===== config.mk =====
export PLATFORM = sky130hd
export DESIGN_NAME = audio_i2s_tx
export DESIGN_NICKNAME = d
export VERILOG_FILES = /design/src/rtl/audio_i2s_tx.sv
export SDC_FILE = /design/constraint.sdc
export NUM_CORES = 1
export LEC_CHECK = 0
export CAP_MARGIN = 20
export CORE_UTILIZATION = 40
export CTS_BUF_LIST = sky130_fd_sc_hd__clkbuf_8
export DETAILED_ROUTE_END_ITERATION = 6
export DONT_BUFFER_PORTS = 1
export PLACE_DENSITY = 0.54
export SLEW_MARGIN = 20
export SYNTH_ARGS = -nofsm -noshare
export SYNTH_HDL_FRONTEND = slang
export SYNTH_SLANG_ARGS = --single-unit

===== constraint.sdc =====
create_clock -name i_clk -period 8.34 [get_ports i_clk]
set_input_delay 0 -clock i_clk [delete_from_list [all_inputs] [get_ports i_clk]]
set_output_delay 0 -clock i_clk [all_outputs]
set_load 0.02 [all_outputs]

===== src/rtl/audio_i2s_tx.sv =====
// Mono I2S transmitter: buffers 16-bit samples in a small FIFO and serializes
// each one MSB-first on both channels of a codec-clocked I2S frame.
module audio_i2s_tx #(
   parameter int FIFO_DEPTH = 4,
   parameter int DATA_W     = 16
) (
   input  logic                          i_clk,
   input  logic                          i_rst,
   input  logic                          i_bclk,
   input  logic                          i_daclrck,
   input  logic [DATA_W-1:0]             i_data,
   input  logic                          i_valid,
   input  logic                          i_en,
   input  logic                          i_clr,
   output logic                          o_dacdat,
   output logic [$clog2(FIFO_DEPTH):0]   o_level,
   output logic                          o_full,
   output logic                          o_pop,
   output logic                          o_underrun,
   output logic                          o_overflow
);
   localparam int AW = $clog2(FIFO_DEPTH);
   localparam int LW = AW + 1;
   localparam int CW = $clog2(DATA_W);

   localparam logic [1:0] S_WAIT  = 2'd0;
   localparam logic [1:0] S_DELAY = 2'd1;
   localparam logic [1:0] S_SHIFT = 2'd2;
   localparam logic [1:0] S_PAD   = 2'd3;

   logic [2:0]        bclk_sync_q, bclk_sync_d;
   logic [2:0]        lrck_sync_q, lrck_sync_d;
   logic [AW-1:0]     wr_ptr_q, wr_ptr_d, rd_ptr_q, rd_ptr_d;
   logic [LW-1:0]     level_q, level_d;
   logic [DATA_W-1:0] mem_q [FIFO_DEPTH];
   logic [DATA_W-1:0] hold_q, hold_d, shift_q, shift_d;
   logic [CW-1:0]     bitcnt_q, bitcnt_d;
   logic [1:0]        state_q, state_d;
   logic              dacdat_q, dacdat_d;
   logic              pop_q, pop_d;
   logic              underrun_q, underrun_d, overflow_q, overflow_d;

   logic bfall, lfall, lrise, full, empty, push, pop;
   logic [DATA_W-1:0] rd_data;

   // Bit 0 is the first synchronizer stage; bits 1/2 feed edge detection.
   assign bclk_sync_d = {bclk_sync_q[1:0], i_bclk};
   assign lrck_sync_d = {lrck_sync_q[1:0], i_daclrck};
   assign bfall = bclk_sync_q[2] & ~bclk_sync_q[1];
   assign lfall = lrck_sync_q[2] & ~lrck_sync_q[1];
   assign lrise = ~lrck_sync_q[2] & lrck_sync_q[1];

   assign full    = (level_q == LW'(FIFO_DEPTH));
   assign empty   = (level_q == '0);
   assign pop     = lfall & i_en & ~empty;
   // A pop frees a slot in the same cycle, so a push into a full FIFO survives.
   assign push    = i_valid & (~full | pop);
   assign rd_data = mem_q[rd_ptr_q];

   always_comb begin
      wr_ptr_d   = push ? wr_ptr_q + AW'(1) : wr_ptr_q;
      rd_ptr_d   = pop  ? rd_ptr_q + AW'(1) : rd_ptr_q;
      level_d    = level_q;
      case ({push, pop})
         2'b10:   level_d = level_q + LW'(1);
         2'b01:   level_d = level_q - LW'(1);
         default: level_d = level_q;
      endcase
      pop_d      = pop;
      underrun_d = (lfall & i_en & empty) | (underrun_q & ~i_clr);
      overflow_d = (i_valid & full & ~pop) | (overflow_q & ~i_clr);
      hold_d     = lfall ? (pop ? rd_data : '0) : hold_q;
   end

   always_comb begin
      state_d  = state_q;
      shift_d  = shift_q;
      bitcnt_d = bitcnt_q;
      dacdat_d = dacdat_q;
      // LRCK edges take priority over a coincident BCLK fall (delay slot start).
      if (lfall) begin
         shift_d  = pop ? rd_data : '0;
         bitcnt_d = '0;
         dacdat_d = 1'b0;
         state_d  = S_DELAY;
      end else if (lrise && state_q != S_WAIT) begin
         shift_d  = hold_q;
         bitcnt_d = '0;
         dacdat_d = 1'b0;
         state_d  = S_DELAY;
      end else if (bfall) begin
         case (state_q)
            S_DELAY: begin
               dacdat_d = shift_q[DATA_W-1];
               shift_d  = {shift_q[DATA_W-2:0], 1'b0};
               bitcnt_d = CW'(DATA_W - 1);
               state_d  = S_SHIFT;
            end
            S_SHIFT: begin
               if (bitcnt_q == '0) begin
                  dacdat_d = 1'b0;
                  state_d  = S_PAD;
               end else begin
                  dacdat_d = shift_q[DATA_W-1];
                  shift_d  = {shift_q[DATA_W-2:0], 1'b0};
                  bitcnt_d = bitcnt_q - CW'(1);
               end
            end
            default: dacdat_d = 1'b0;
         endcase
      end
   end

   generate
      for (genvar gi = 0; gi < FIFO_DEPTH; gi++) begin : g_mem
         always_ff @(posedge i_clk or posedge i_rst) begin
            if (i_rst)
               mem_q[gi] <= '0;
            else if (push && wr_ptr_q == AW'(gi))
               mem_q[gi] <= i_data;
         end
      end
   endgenerate

   always_ff @(posedge i_clk or posedge i_rst) begin
      if (i_rst) begin
         bclk_sync_q <= '0;
         lrck_sync_q <= '0;
         wr_ptr_q    <= '0;
         rd_ptr_q    <= '0;
         level_q     <= '0;
         hold_q      <= '0;
         shift_q     <= '0;
         bitcnt_q    <= '0;
         state_q     <= S_WAIT;
         dacdat_q    <= 1'b0;
         pop_q       <= 1'b0;
         underrun_q  <= 1'b0;
         overflow_q  <= 1'b0;
      end else begin
         bclk_sync_q <= bclk_sync_d;
         lrck_sync_q <= lrck_sync_d;
         wr_ptr_q    <= wr_ptr_d;
         rd_ptr_q    <= rd_ptr_d;
         level_q     <= level_d;
         hold_q      <= hold_d;
         shift_q     <= shift_d;
         bitcnt_q    <= bitcnt_d;
         state_q     <= state_d;
         dacdat_q    <= dacdat_d;
         pop_q       <= pop_d;
         underrun_q  <= underrun_d;
         overflow_q  <= overflow_d;
      end
   end

   assign o_dacdat   = dacdat_q;
   assign o_level    = level_q;
   assign o_full     = full;
   assign o_pop      = pop_q;
   assign o_underrun = underrun_q;
   assign o_overflow = overflow_q;
endmodule


==> results of run 1 <==
## sequential cells by signal, summed over array words and instances, names as in the netlist, 2 cells and up
signal and flops:
shift_q 16, mem_q 64, lrck_sync_q 3, o_level 3, bclk_sync_q 3, hold_q 16, rd_ptr_q 2, state_q 2
bitcnt_q 4, wr_ptr_q 2
## layer usage
metal / up-vias / share of wire / wire, um
met2: 50 / 0.48 / 5270
met5: - / 0 / 0
met3: 10 / 0.035 / 382
li1: 1564 / - / -
met1: 1764 / 0.48 / 5250
met4: 0 / 0.012 / 135
## stage by stage
stage	area [um2]	total power [uW]
6_report	6370	2440
5_1_grt	6370	2590
4_1_cts	6370	2460
3_5_place_dp	5680	1830
3_3_place_gp	5670	1810
2_1_floorplan	5540	1670
## power by group through the flow
stage	logic (uW)	registers [uW]	clock network (uW)
2_1_floorplan	697	972	0
3_3_place_gp	781	1030	0
3_5_place_dp	790	1040	0
4_1_cts	810	1030	617
5_1_grt	876	1060	648
6_report	798	1030	605
## cell usage in the layout, fill, tap and decap left out, types with 16 or more instances in the layout
cell type      count
mux2_2            25
a32o_1            17
mux4_2            16
clkbuf_8          19
a21oi_1           21
nand2_1           55
nor2_1            24
mux2_4            40
a31oi_1           16
dlygate4sd3_1     23
dfrtp_1          119
## worst max-delay path by stage
stage                         from              to  slack (ns)  cells past startpoint
finish              lrck_sync_q[1]      o_level[2]        6.06                      9
global route            o_level[2]      o_level[2]        5.87                      9
CTS                 lrck_sync_q[1]      o_level[2]        6.05                      9
global placement    lrck_sync_q[1]      o_level[2]        6.15                      9
detailed placement  lrck_sync_q[1]      o_level[2]        6.07                      9
floorplan                    i_rst  bclk_sync_q[0]        5.18                      1
## kinds of logic (layout without fill, tap and decap cells)
family	count (synthesis)	after routing	share of synthesized area
AOI/OAI and AO/OA	69	69	0.0890
xor gates and xnor gates	4	4	0.00633
adders and majority gates	9	9	0.0217
buffers and inverters	33	72	0.0298
DFF	119	119	0.538
muxes	82	82	0.226
and+or+nand+nor	103	103	0.0892
## final cells by class
type / instances / area, um2
clock inverter: 13 / 200
clock buffer: 19 / 262
inverter: 13 / 51.3
tap: 176 / 220
sequential: 119 / 2980
timing repair buffer: 27 / 260
multi-input combinational: 267 / 2400
fill: 1189 / 6980
## critical path, delay by kind of cell, from the launching register on
| family | cells | cell delay [ns] |
|---|---|---|
| AO/OA/AOI/OAI | 2 | 0.28 |
| adder cells (fa/ha/maj) | 1 | 0.42 |
| buffers and inverters | 1 | 0.25 |
| flip-flops | 1 | 0.46 |
| AND/OR/NAND/NOR | 5 | 0.75 |
==> metrics.csv, run 1 <==
stage,metric,value,unit
synthesis,Mean Syn Cell Area,13.2,um2
floorplan,starting density of the core,0.415,
job,number of max-cap violations,0,
detailed_routing,overall routed net length,11.0,mm
pwr,leakage power,0.00293,uW
critical_path,worst r2r dst,o_level[2],
critical_path,cells on worst reg2reg path,9,
synthesis,Synth area leader,dfrtp_1,
synthesis,synthesized cell area,5540,um2
floorplan,die footprint,14300,um2
detailed_routing,DRC,0,
cts,CTS root buf,clkbuf_8,
worst_hold_path,Tightest Hold Check Type,input pin to register,
global_routing,vias in the first global route,3491,
cts,# resized after CTS,0,
sta,RSZ-0062 raised after global routing,false,
floorplan,IO Pins,31,
pwr,NetSw,752,uW
critical_path,CP Data Required Time,8.65,ns
detailed_routing,"antenna viol nets, final",0,
critical_path,Worst EP arrival,2.59,ns
cts,hold_buf cts,23,
sta,clock period minus worst slack,2.28,ns
placed_design,placed cells,579,
layout,Layout Nets,477,
synthesis,asr flop ratio synth,1.00,
detailed_routing,via count,3388,
global_routing,first-pass GRT wire length,18.5,mm
layout,Final Core Density,0.477,
sta,Slew HR,0.423,
critical_path,worst r2r src,lrck_sync_q[1],
synthesis,Yosys top cell area share,0.538,
synthesis,Cells after Synth,419,
layout,final non-filler cell total,634,
critical_path,most frequent CP cell,nand2_1,
critical_path,Crit Path Category,register to register,
placed_design,GPL Wtd Cong,0.745,
floorplan,Die H,120,um
pwr,Seq pwr share,0.424,
layout,# diodes,0,
placed_design,HPWL Detailed,6.77,mm
sta,part of the cycle the worst path needs,0.274,
pwr,Sw Share,0.309,
critical_path,Max stage delay on crit path,0.46,ns
cts,number of CTS-inserted buffers,17,
sta,Worst Skew,0.00856,ns
global_routing,GRT Util Overall,0.171,
placed_design,Port Buffers,0,
sta,Setup TNS Final,0,ns
pwr,PD cells,383,nW/um2
synthesis,number of flops mapped to enable cells by yosys,0,
floorplan,row cnt,42,
critical_path,CP endpoint kind,register,
synthesis,"Seq/Total Area, Yosys",0.538,
layout,layout cells sized above 1,0.277,
sta,final setup margin,6.06,ns
worst_hold_path,Hold Crit Start,i_bclk,
pwr,Internal,1680,uW
cts,Max clock buf depth,2,
synthesis,synth top area cells,"dfrtp_1 54%, mux2_4 11%, mux4_2 6.5%, mux2_2 5.1%, nand2_1 3.7%",
synthesis,Mapped Nets,451,
sta,Pins Over Slew Limit,0,
synthesis,Main synth FF type,dfrtp_1,
synthesis,"FF+latch count, synth",119,
sta,final hold violations,0,
cts,Post-CTS Setup Bufs,0,
pwr,Max IR drop VDD,157,uV
cts,clock-pin slew on the worst setup and hold paths,0.07,ns
sta,FMAX,438,MHz
cts,clock sink total,119,
critical_path,startpoint types,register,
sta,worst slew pin tran,0.866,ns
synthesis,Synth top cells by count,"119 x dfrtp_1, 55 x nand2_1, 40 x mux2_4",
global_routing,GR Util met1,0.233,
detailed_routing,routed len/inst,17.4,um
detailed_routing,Vias/cell,5.34,
sta,Final setup viols,0,
critical_path,"Max stage delay cell, worst path",dfrtp_1,
global_routing,largest net degree at the start of global routing,68,
detailed_routing,Iteration-0 DRC Markers,165,
critical_path,maximum fanout along the worst path,21,
global_routing,most used routing layer,met2,
detailed_routing,drt pass-1 iters,5,
sta,worst hold slack,0.127,ns
cts,H-tree Lvls,4,
floorplan,Core Region,13300,um2
worst_hold_path,Hold Path End,bclk_sync_q[0],
pwr,Clock power frac,0.248,
cts,clk_lat worst skew,0.44,ns
floorplan,die span in x,120,um
global_routing,antenna violations before repair,0,
worst_hold_path,WHS Path Cells,1,
synthesis,YS warnings,0,
global_routing,met3 track demand over resource,0.0513,
critical_path,chain of cells forming the critical path,"nand3b_4, nor2_1, buf_4, nand2_1, fa_1, nor2b_1, nand2_1, a32oi_1, o21ai_0",
global_routing,gr ovfl total,0,
global_routing,met2 global-route usage,0.257,
critical_path,flop-to-flop setup slack,6.06,ns
placed_design,Place WS,6.07,ns
outcome,status,finished clean,
pwr,Combinational Power Share,0.327,
synthesis,"Distinct cells, synth",43,
synthesis,top-count cell post-synth,dfrtp_1,
cts,CTS tree,done,
layout,Layout area overhead,15.0,%
No activity file was read; power rests on OpenSTA's default activity.
==> run 2, diff against run 1 <==
--- a/config.mk
+++ b/config.mk
@@ -5,12 +5,13 @@
 export SDC_FILE = /design/constraint.sdc
 export NUM_CORES = 1
 export LEC_CHECK = 0
+export ABC_AREA = 1
 export CAP_MARGIN = 20
 export CORE_UTILIZATION = 40
 export CTS_BUF_LIST = sky130_fd_sc_hd__clkbuf_8
 export DETAILED_ROUTE_END_ITERATION = 6
 export DONT_BUFFER_PORTS = 1
-export PLACE_DENSITY = 0.54
+export PLACE_DENSITY = 0.56
 export SLEW_MARGIN = 20
 export SYNTH_ARGS = -nofsm -noshare
 export SYNTH_HDL_FRONTEND = slang
==> constraint.sdc (replaced) <==
create_clock -name i_clk -period 2.1 [get_ports i_clk]
set_input_delay 0 -clock i_clk [delete_from_list [all_inputs] [get_ports i_clk]]
set_output_delay 0 -clock i_clk [all_outputs]
set_load 0.02 [all_outputs]
==> metrics.csv, run 2 <==
stage,metric,value,unit,change
layout,final non-filler cell total,896,,+41%
critical_path,worst r2r dst,o_level[2],,
critical_path,crit path from,lrck_sync_q[1],,
synthesis,"Seq/Total Area, Yosys",0.531,,-0.00672
pwr,Seq pwr share,0.396,,-0.028
detailed_routing,overall routed net length,12.8,mm,+16%
sta,Worst Skew,0.0119,ns,+0.00332 ns
pwr,PD cells,1490,nW/um2,+290%
pwr,Internal,5790,uW,+240%
pwr,Combinational Power Share,0.371,,+0.044
synthesis,Mapped Nets,714,,+58%
layout,"Design Area, Final",6490,um2,+1.9%
synthesis,Synth top cells by count,"238 x nand2_1, 119 x dfrtp_1, 95 x o21ai_0",,
floorplan,IO Pins,31,,unchanged
layout,Largest Register,mem_q,,
sta,Pins Over Slew Limit,0,,unchanged
layout,"commonest non-fill, non-tap cell in the layout",nand2_1,,
critical_path,Max stage delay on crit path,0.45,ns,about the same
layout,"commonest cells after routing, fill and taps aside","238 x nand2_1, 118 x dfrtp_1, 95 x o21ai_0, 76 x inv_1, 30 x o211ai_1",,
cts,CTS root buf,clkbuf_8,,
synthesis,top-count cell post-synth,nand2_1,,
critical_path,cells on worst reg2reg path,10,,+1
critical_path,Crit Path Category,register to register,,
worst_hold_path,Hold Path End,lrck_sync_q[0],,
floorplan,die span in x,120,um,+0.62%
cts,number of CTS-inserted buffers,17,,unchanged
sta,RSZ-0062 raised after global routing,false,,
sta,worst slew pin tran,0.653,ns,-0.213 ns
detailed_routing,Iteration-0 DRC Markers,340,,+110%
worst_hold_path,Hold Crit Start,i_daclrck,,
sta,part of the cycle the worst path needs,0.896,,+0.623
pwr,leakage power,0.00322,uW,+10%
critical_path,maximum fanout along the worst path,5,,-76%
synthesis,YS warnings,0,,unchanged
placed_design,"Cell Area, Placed",5820,um2,+2.6%
cts,Max clock buf depth,2,,unchanged
critical_path,Worst EP arrival,2.27,ns,-0.32 ns
cts,H-tree Lvls,4,,unchanged
critical_path,"Max stage delay cell, worst path",dfrtp_1,,
cts,CTS tree,done,,
critical_path,CP endpoint kind,register,,
global_routing,first-pass GRT wire length,22.3,mm,+20%
critical_path,worst r2r src,lrck_sync_q[1],,
pwr,Max IR drop VDD,820,uV,+420%
layout,max FFs per register,64,,unchanged
worst_hold_path,Tightest Hold Check Type,input pin to register,,
synthesis,Yosys top cell area share,0.531,,-0.00672
sta,Final setup viols,0,,unchanged
critical_path,flop-to-flop setup slack,0.22,ns,-5.84 ns
floorplan,Die H,120,um,+0.62%
detailed_routing,DRC,0,,unchanged
global_routing,GRT Util Overall,0.199,,+0.0284
global_routing,antenna violations before repair,0,,unchanged
outcome,status,finished clean,,
detailed_routing,via count,4494,,+33%
cts,clk_lat worst skew,0.45,ns,about the same
floorplan,row cnt,42,,unchanged
cts,clock-pin slew on the worst setup and hold paths,0.07,ns,about the same
global_routing,largest net degree at the start of global routing,120,,+76%
placed_design,Place WS,0.200,ns,-5.87 ns
detailed_routing,Vias/cell,5.02,,-6.1%
critical_path,chain of cells forming the critical path,"inv_1, nand2_1, nor2_2, nand3_1, fa_1, inv_1, nand4_1, nand3_1, nand2_1, inv_1",,
synthesis,"FF+latch count, synth",119,,unchanged
floorplan,starting density of the core,0.417,,+0.00197
placed_design,HPWL Detailed,8.01,mm,+18%
placed_design,placed cells,841,,+45%
global_routing,vias in the first global route,4558,,+31%
synthesis,Synth area leader,dfrtp_1,,
cts,clock sink total,119,,unchanged
sta,FMAX,531,MHz,+21%
floorplan,die footprint,14500,um2,+1.2%
sta,Slew HR,0.565,,+0.142
layout,layout cells sized above 1,0.0944,,-0.183
sta,clock period minus worst slack,1.88,ns,-0.400 ns
layout,Layout area overhead,15.8,%,
placed_design,GPL Wtd Cong,0.799,,+7.1%
detailed_routing,drt pass-1 iters,4,,-1
synthesis,Cells after Synth,682,,+63%
critical_path,most frequent CP cell,inv_1,,
sta,final hold violations,0,,unchanged
floorplan,Core Region,13500,um2,+0.79%
sta,Setup TNS Final,0,ns,unchanged
synthesis,Mean Syn Cell Area,8.22,um2,-38%
pwr,NetSw,3850,uW,+410%
synthesis,number of flops mapped to enable cells by yosys,0,,unchanged
layout,# diodes,0,,unchanged
worst_hold_path,WHS Path Cells,1,,unchanged
pwr,Clock power frac,0.234,,-0.014
critical_path,CP bufs+invs,3,,+2
synthesis,synthesized cell area,5610,um2,+1.3%
critical_path,Top Family by Delay on Critical Path,simple AND/OR/NAND/NOR gates,,
placed_design,Port Buffers,0,,unchanged
sta,worst hold slack,0.108,ns,-0.0182 ns
synthesis,"Distinct cells, synth",29,,-33%
synthesis,asr flop ratio synth,1.00,,unchanged
layout,Largest regs,"mem_q: 64 flops, hold_q: 16 flops, shift_q: 16 flops",,
synthesis,Main synth FF type,dfrtp_1,,
detailed_routing,"antenna viol nets, final",0,,unchanged
job,number of max-cap violations,0,,unchanged
synthesis,synth top area cells,"dfrtp_1 53%, nand2_1 16%, o21ai_0 8.5%, inv_1 5.2%, o211ai_1 4.0%",,
critical_path,CP Data Required Time,2.49,ns,-6.16 ns
critical_path,startpoint types,register,,
detailed_routing,routed len/inst,14.3,um,-18%
global_routing,gr ovfl total,0,,unchanged
sta,final setup margin,0.218,ns,-5.84 ns
pwr,Sw Share,0.399,,+0.0906
layout,Layout Nets,739,,+55%
[run 2: cell types whose count changed after synthesis, sizes merged, moves of 3 or more]
cell / previous run / this run
a21oi: 21 / 6
a31oi: 17 / 0
a32o: 17 / 0
buf: 11 / 25
inv: 13 / 84
mux2: 65 / 0
mux4: 16 / 0
nand2: 59 / 242
nand3: 1 / 14
nand3b: 3 / 0
nor2: 25 / 14
o211ai: 3 / 30
o21ai: 4 / 123
xnor2: 3 / 0
[run 2: power groups by stage]
| stage | sequential (uW) | clock, uW | combinational [uW] |
|---|---|---|---|
| 2_1_floorplan | 3700 | 0 | 2700 |
| 3_3_place_gp | 3840 | 0 | 3410 |
| 3_5_place_dp | 3860 | 0 | 3510 |
| 4_1_cts | 3820 | 2330 | 3590 |
| 5_1_grt | 3930 | 2420 | 4170 |
| 6_report | 3810 | 2250 | 3570 |
[run 2: worst max-delay path by stage]
stage | endpoint | cells after the start
detailed placement | o_level[2] | 10
global placement | o_level[2] | 10
global route | mem_q[10] | 9
finish | o_level[2] | 10
CTS | o_level[2] | 10
floorplan | o_level[2] | 10
[run 2: per-layer routing]
layer	global-route usage	up-vias	routed length, um
met5	0	-	0
met4	0.0764	0	189
met3	0.0538	21	575
met2	0.316	84	6030
met1	0.258	2152	6010
li1	-	2237	-
[run 2: stage by stage]
step | total power, uW | util
floorplan | 6400 | -
global placement | 7250 | 0.433
detailed placement | 7360 | 0.433
CTS | 9740 | 0.482
global route | 10500 | 0.483
finish | 9640 | 0.483
[run 2: final cells by class]
| cell class | count | area (um2) |
|---|---|---|
| Clock inverter | 13 | 169 |
| Timing Repair Buffer | 38 | 393 |
| Sequential cell | 119 | 2980 |
| Fill cell | 1346 | 6960 |
| Clock buffer | 19 | 262 |
| Tap cell | 176 | 220 |
| Inverter | 84 | 322 |
| Multi-Input combinational cell | 447 | 2150 |
[run 2: repair_timing]
item / CTS / global route
hold buffers: 23 / 0
setup buffers: 0 / 0
gates resized for setup: 0 / 2
endpoints found under the setup margin: 0 / 17
endpoints found under the hold margin: 195 / 0
[run 2: kinds of logic (layout without fill, tap and decap cells)]
kind of cell | count (synthesis) | in the layout | share of synthesized area
AOI/OAI and AO/OA | 161 | 161 | 0.158
xor gates and xnor gates | 3 | 3 | 0.00469
adders and majority gates | 9 | 9 | 0.0214
buffers and inverters | 116 | 154 | 0.0872
DFF | 119 | 119 | 0.531
and+or+nand+nor | 274 | 274 | 0.198
==> run 3, diff against run 2 <==
--- a/config.mk
+++ b/config.mk
@@ -12,6 +12,7 @@
 export DETAILED_ROUTE_END_ITERATION = 6
 export DONT_BUFFER_PORTS = 1
 export PLACE_DENSITY = 0.56
+export SETUP_SLACK_MARGIN = 0.15
 export SLEW_MARGIN = 20
 export SYNTH_ARGS = -nofsm -noshare
 export SYNTH_HDL_FRONTEND = slang
==> constraint.sdc (replaced) <==
create_clock -name i_clk -period 2.1 [get_ports i_clk]
set_input_delay 0.525 -clock i_clk [delete_from_list [all_inputs] [get_ports i_clk]]
set_output_delay 0.525 -clock i_clk [all_outputs]
set_load 0.02 [all_outputs]
==> metrics.csv, run 3 (synthesis results as in run 2) <==
stage,metric,value,unit,change
floorplan,row cnt,42,,unchanged
worst_hold_path,Tightest Hold Check Type,input pin to register,,
outcome,status,finished clean,,
global_routing,vias in the first global route,4293,,-5.8%
placed_design,HPWL Detailed,8.07,mm,+0.83%
detailed_routing,"antenna viol nets, final",0,,unchanged
critical_path,Top Family by Delay on Critical Path,flip-flops,,
floorplan,Die H,120,um,unchanged
global_routing,antenna violations before repair,0,,unchanged
sta,Pins Over Slew Limit,0,,unchanged
cts,CTS tree,done,,
layout,"commonest non-fill, non-tap cell in the layout",nand2_1,,
critical_path,maximum fanout along the worst path,3,,-2
sta,Worst Skew,0.0131,ns,+0.00119 ns
global_routing,GRT Util Overall,0.190,,-0.00837
detailed_routing,drt pass-1 iters,5,,+1
floorplan,die span in x,120,um,unchanged
floorplan,starting density of the core,0.417,,unchanged
pwr,Pwr Total,9500,uW,-1.4%
placed_design,GPL Wtd Cong,0.806,,+0.95%
sta,Setup TNS Final,0,ns,unchanged
layout,Largest Register,mem_q,,
layout,Layout fillers,1365,,+1.4%
floorplan,die footprint,14500,um2,unchanged
critical_path,startpoint types,register,,
placed_design,Port Buffers,0,,unchanged
sta,clock period minus worst slack,1.81,ns,-0.0674 ns
sta,Slew HR,0.643,,+0.0778
layout,# diodes,0,,unchanged
layout,max FFs per register,64,,unchanged
cts,H-tree Lvls,4,,unchanged
cts,CTS root buf,clkbuf_8,,
cts,Max clock buf depth,2,,unchanged
sta,Final setup viols,0,,unchanged
cts,number of CTS-inserted buffers,17,,unchanged
global_routing,first-pass GRT wire length,21.4,mm,-4.3%
layout,Layout Nets,718,,-2.8%
critical_path,chain of cells forming the critical path,"inv_2, nand3_2, inv_2",,
floorplan,IO Pins,31,,unchanged
critical_path,CP bufs+invs,2,,-1
critical_path,CP endpoint kind,primary output,,
critical_path,most frequent CP cell,inv_2,,
detailed_routing,Iteration-0 DRC Markers,295,,-13%
cts,clock-pin slew on the worst setup and hold paths,0.07,ns,about the same
layout,"commonest cells after routing, fill and taps aside","238 x nand2_1, 118 x dfrtp_1, 95 x o21ai_0, 78 x inv_1, 30 x o211ai_1",,
critical_path,Crit Path Category,register to primary output,,
sta,final hold violations,0,,unchanged
sta,FMAX,551,MHz,+3.7%
layout,layout cells sized above 1,0.0934,,-0.00105
cts,clk_lat worst skew,0.44,ns,about the same
critical_path,Worst EP arrival,1.29,ns,-0.98 ns
global_routing,largest net degree at the start of global routing,98,,-18%
critical_path,CP Data Required Time,1.57,ns,-0.92 ns
layout,Largest regs,"mem_q: 64 flops, hold_q: 16 flops, shift_q: 16 flops",,
layout,Layout area overhead,11.6,%,
job,number of max-cap violations,0,,unchanged
critical_path,Max stage delay on crit path,0.48,ns,+0.03 ns
sta,RSZ-0062 raised after global routing,true,,
detailed_routing,Vias/cell,4.97,,-0.93%
floorplan,Core Region,13500,um2,unchanged
critical_path,"Max stage delay cell, worst path",dfrtp_1,,
pwr,Max IR drop VDD,600,uV,-27%
detailed_routing,overall routed net length,12.6,mm,-1.5%
detailed_routing,routed len/inst,14.5,um,+1.2%
detailed_routing,via count,4333,,-3.6%
global_routing,gr ovfl total,0,,unchanged
sta,part of the cycle the worst path needs,0.864,,-0.0321
pwr,PD cells,1520,nW/um2,+2.3%
sta,worst slew pin tran,0.536,ns,-0.117 ns
cts,clock sink total,119,,unchanged
detailed_routing,DRC,0,,unchanged
pwr,leakage power,0.00314,uW,-2.5%
==> run 3: cell count changes in the layout (fill, tap and decap cells not counted), moves of 2 or more <==
cell,delta
inv_1,+2
inv_6,-3
clkinv_2,+2
clkinvlp_4,-4
dlygate4sd3_1,-22
buf_6,+2
==> run 3: what timing repair did <==
item / in CTS / in global routing
hold buffers: 1 / 0
buffers inserted: 0 / 0
endpoints found under the setup margin: 0 / 23
resized for setup: 0 / 5
hold endpoints to repair: 7 / 0
==> run 3: final cells by class <==
class | count | area [um2] | share of cell area
Inverter | 84 | 322 | 0.0514
Tap cell | 176 | 220 | 0.0352
Clock buffer | 18 | 248 | 0.0396
Clock inverter | 11 | 160 | 0.0256
Sequential cell | 119 | 2980 | 0.476
Multi-Input combinational cell | 447 | 2150 | 0.344
Timing Repair Buffer | 17 | 175 | 0.0280
==> run 3: per-layer routing <==
metal / wire, um / part of all wire / vias up / global-route usage
li1: - / - / 2184 / -
met1: 6130 / 0.49 / 2080 / 0.253
met3: 438 / 0.035 / 6 / 0.0519
met4: 78 / 0.0062 / 0 / 0.0679
met2: 5960 / 0.47 / 63 / 0.299
met5: 0 / 0 / - / 0
==> run 3: per-stage QoR <==
step	hold WS (ns)	instances	worst slack (ns)	cell area [um2]	utilization
after floorplan	0.331	682	0.120	5610	-
final	0.120	872	0.285	6260	0.465
after global routing	0.0871	872	0.140	6260	0.465
after CTS	0.0860	872	0.220	6240	0.464
after global placement	0.337	842	0.291	5820	0.433
after detailed placement	0.339	842	0.244	5820	0.433
==> run 3: final timing paths <==
check | start | end | slack, ns | depth (start not counted)
hold / removal | i_bclk | bclk_sync_q[0] | 0.12 | 0
hold reg to reg | lrck_sync_q[0] | lrck_sync_q[1] | 0.35 | 0
setup reg to reg | lrck_sync_q[1] | o_level[2] | 0.29 | 10
setup / recovery | o_level[0] | o_full | 0.29 | 3
min in group asynchronous | i_rst | state_q[0] | 0.49 | 2
max in group asynchronous | i_rst | mem_q[33] | 0.84 | 3
==> run 3: worst reg2reg max path: stages, from the launching register on <==
cell and delay (ns):
dfrtp_1 0.45, inv_1 0.08, nand2_1 0.15, nor2_2 0.18
nand3_2 0.12, fa_1 0.42, inv_1 0.10, nand4_1 0.10
nand3_1 0.08, nand2_1 0.05, inv_1 0.04
==> run 3: power breakdown <==
| group | leakage, uW | switching, uW | total [uW] | internal [uW] |
|---|---|---|---|---|
| clock | 0.000217 | 919 | 2210 | 1290 |
| combinational | 0.00142 | 2310 | 3520 | 1210 |
| sequential | 0.00150 | 473 | 3780 | 3300 |
| total | 0.00314 | 3700 | 9500 | 5800 |
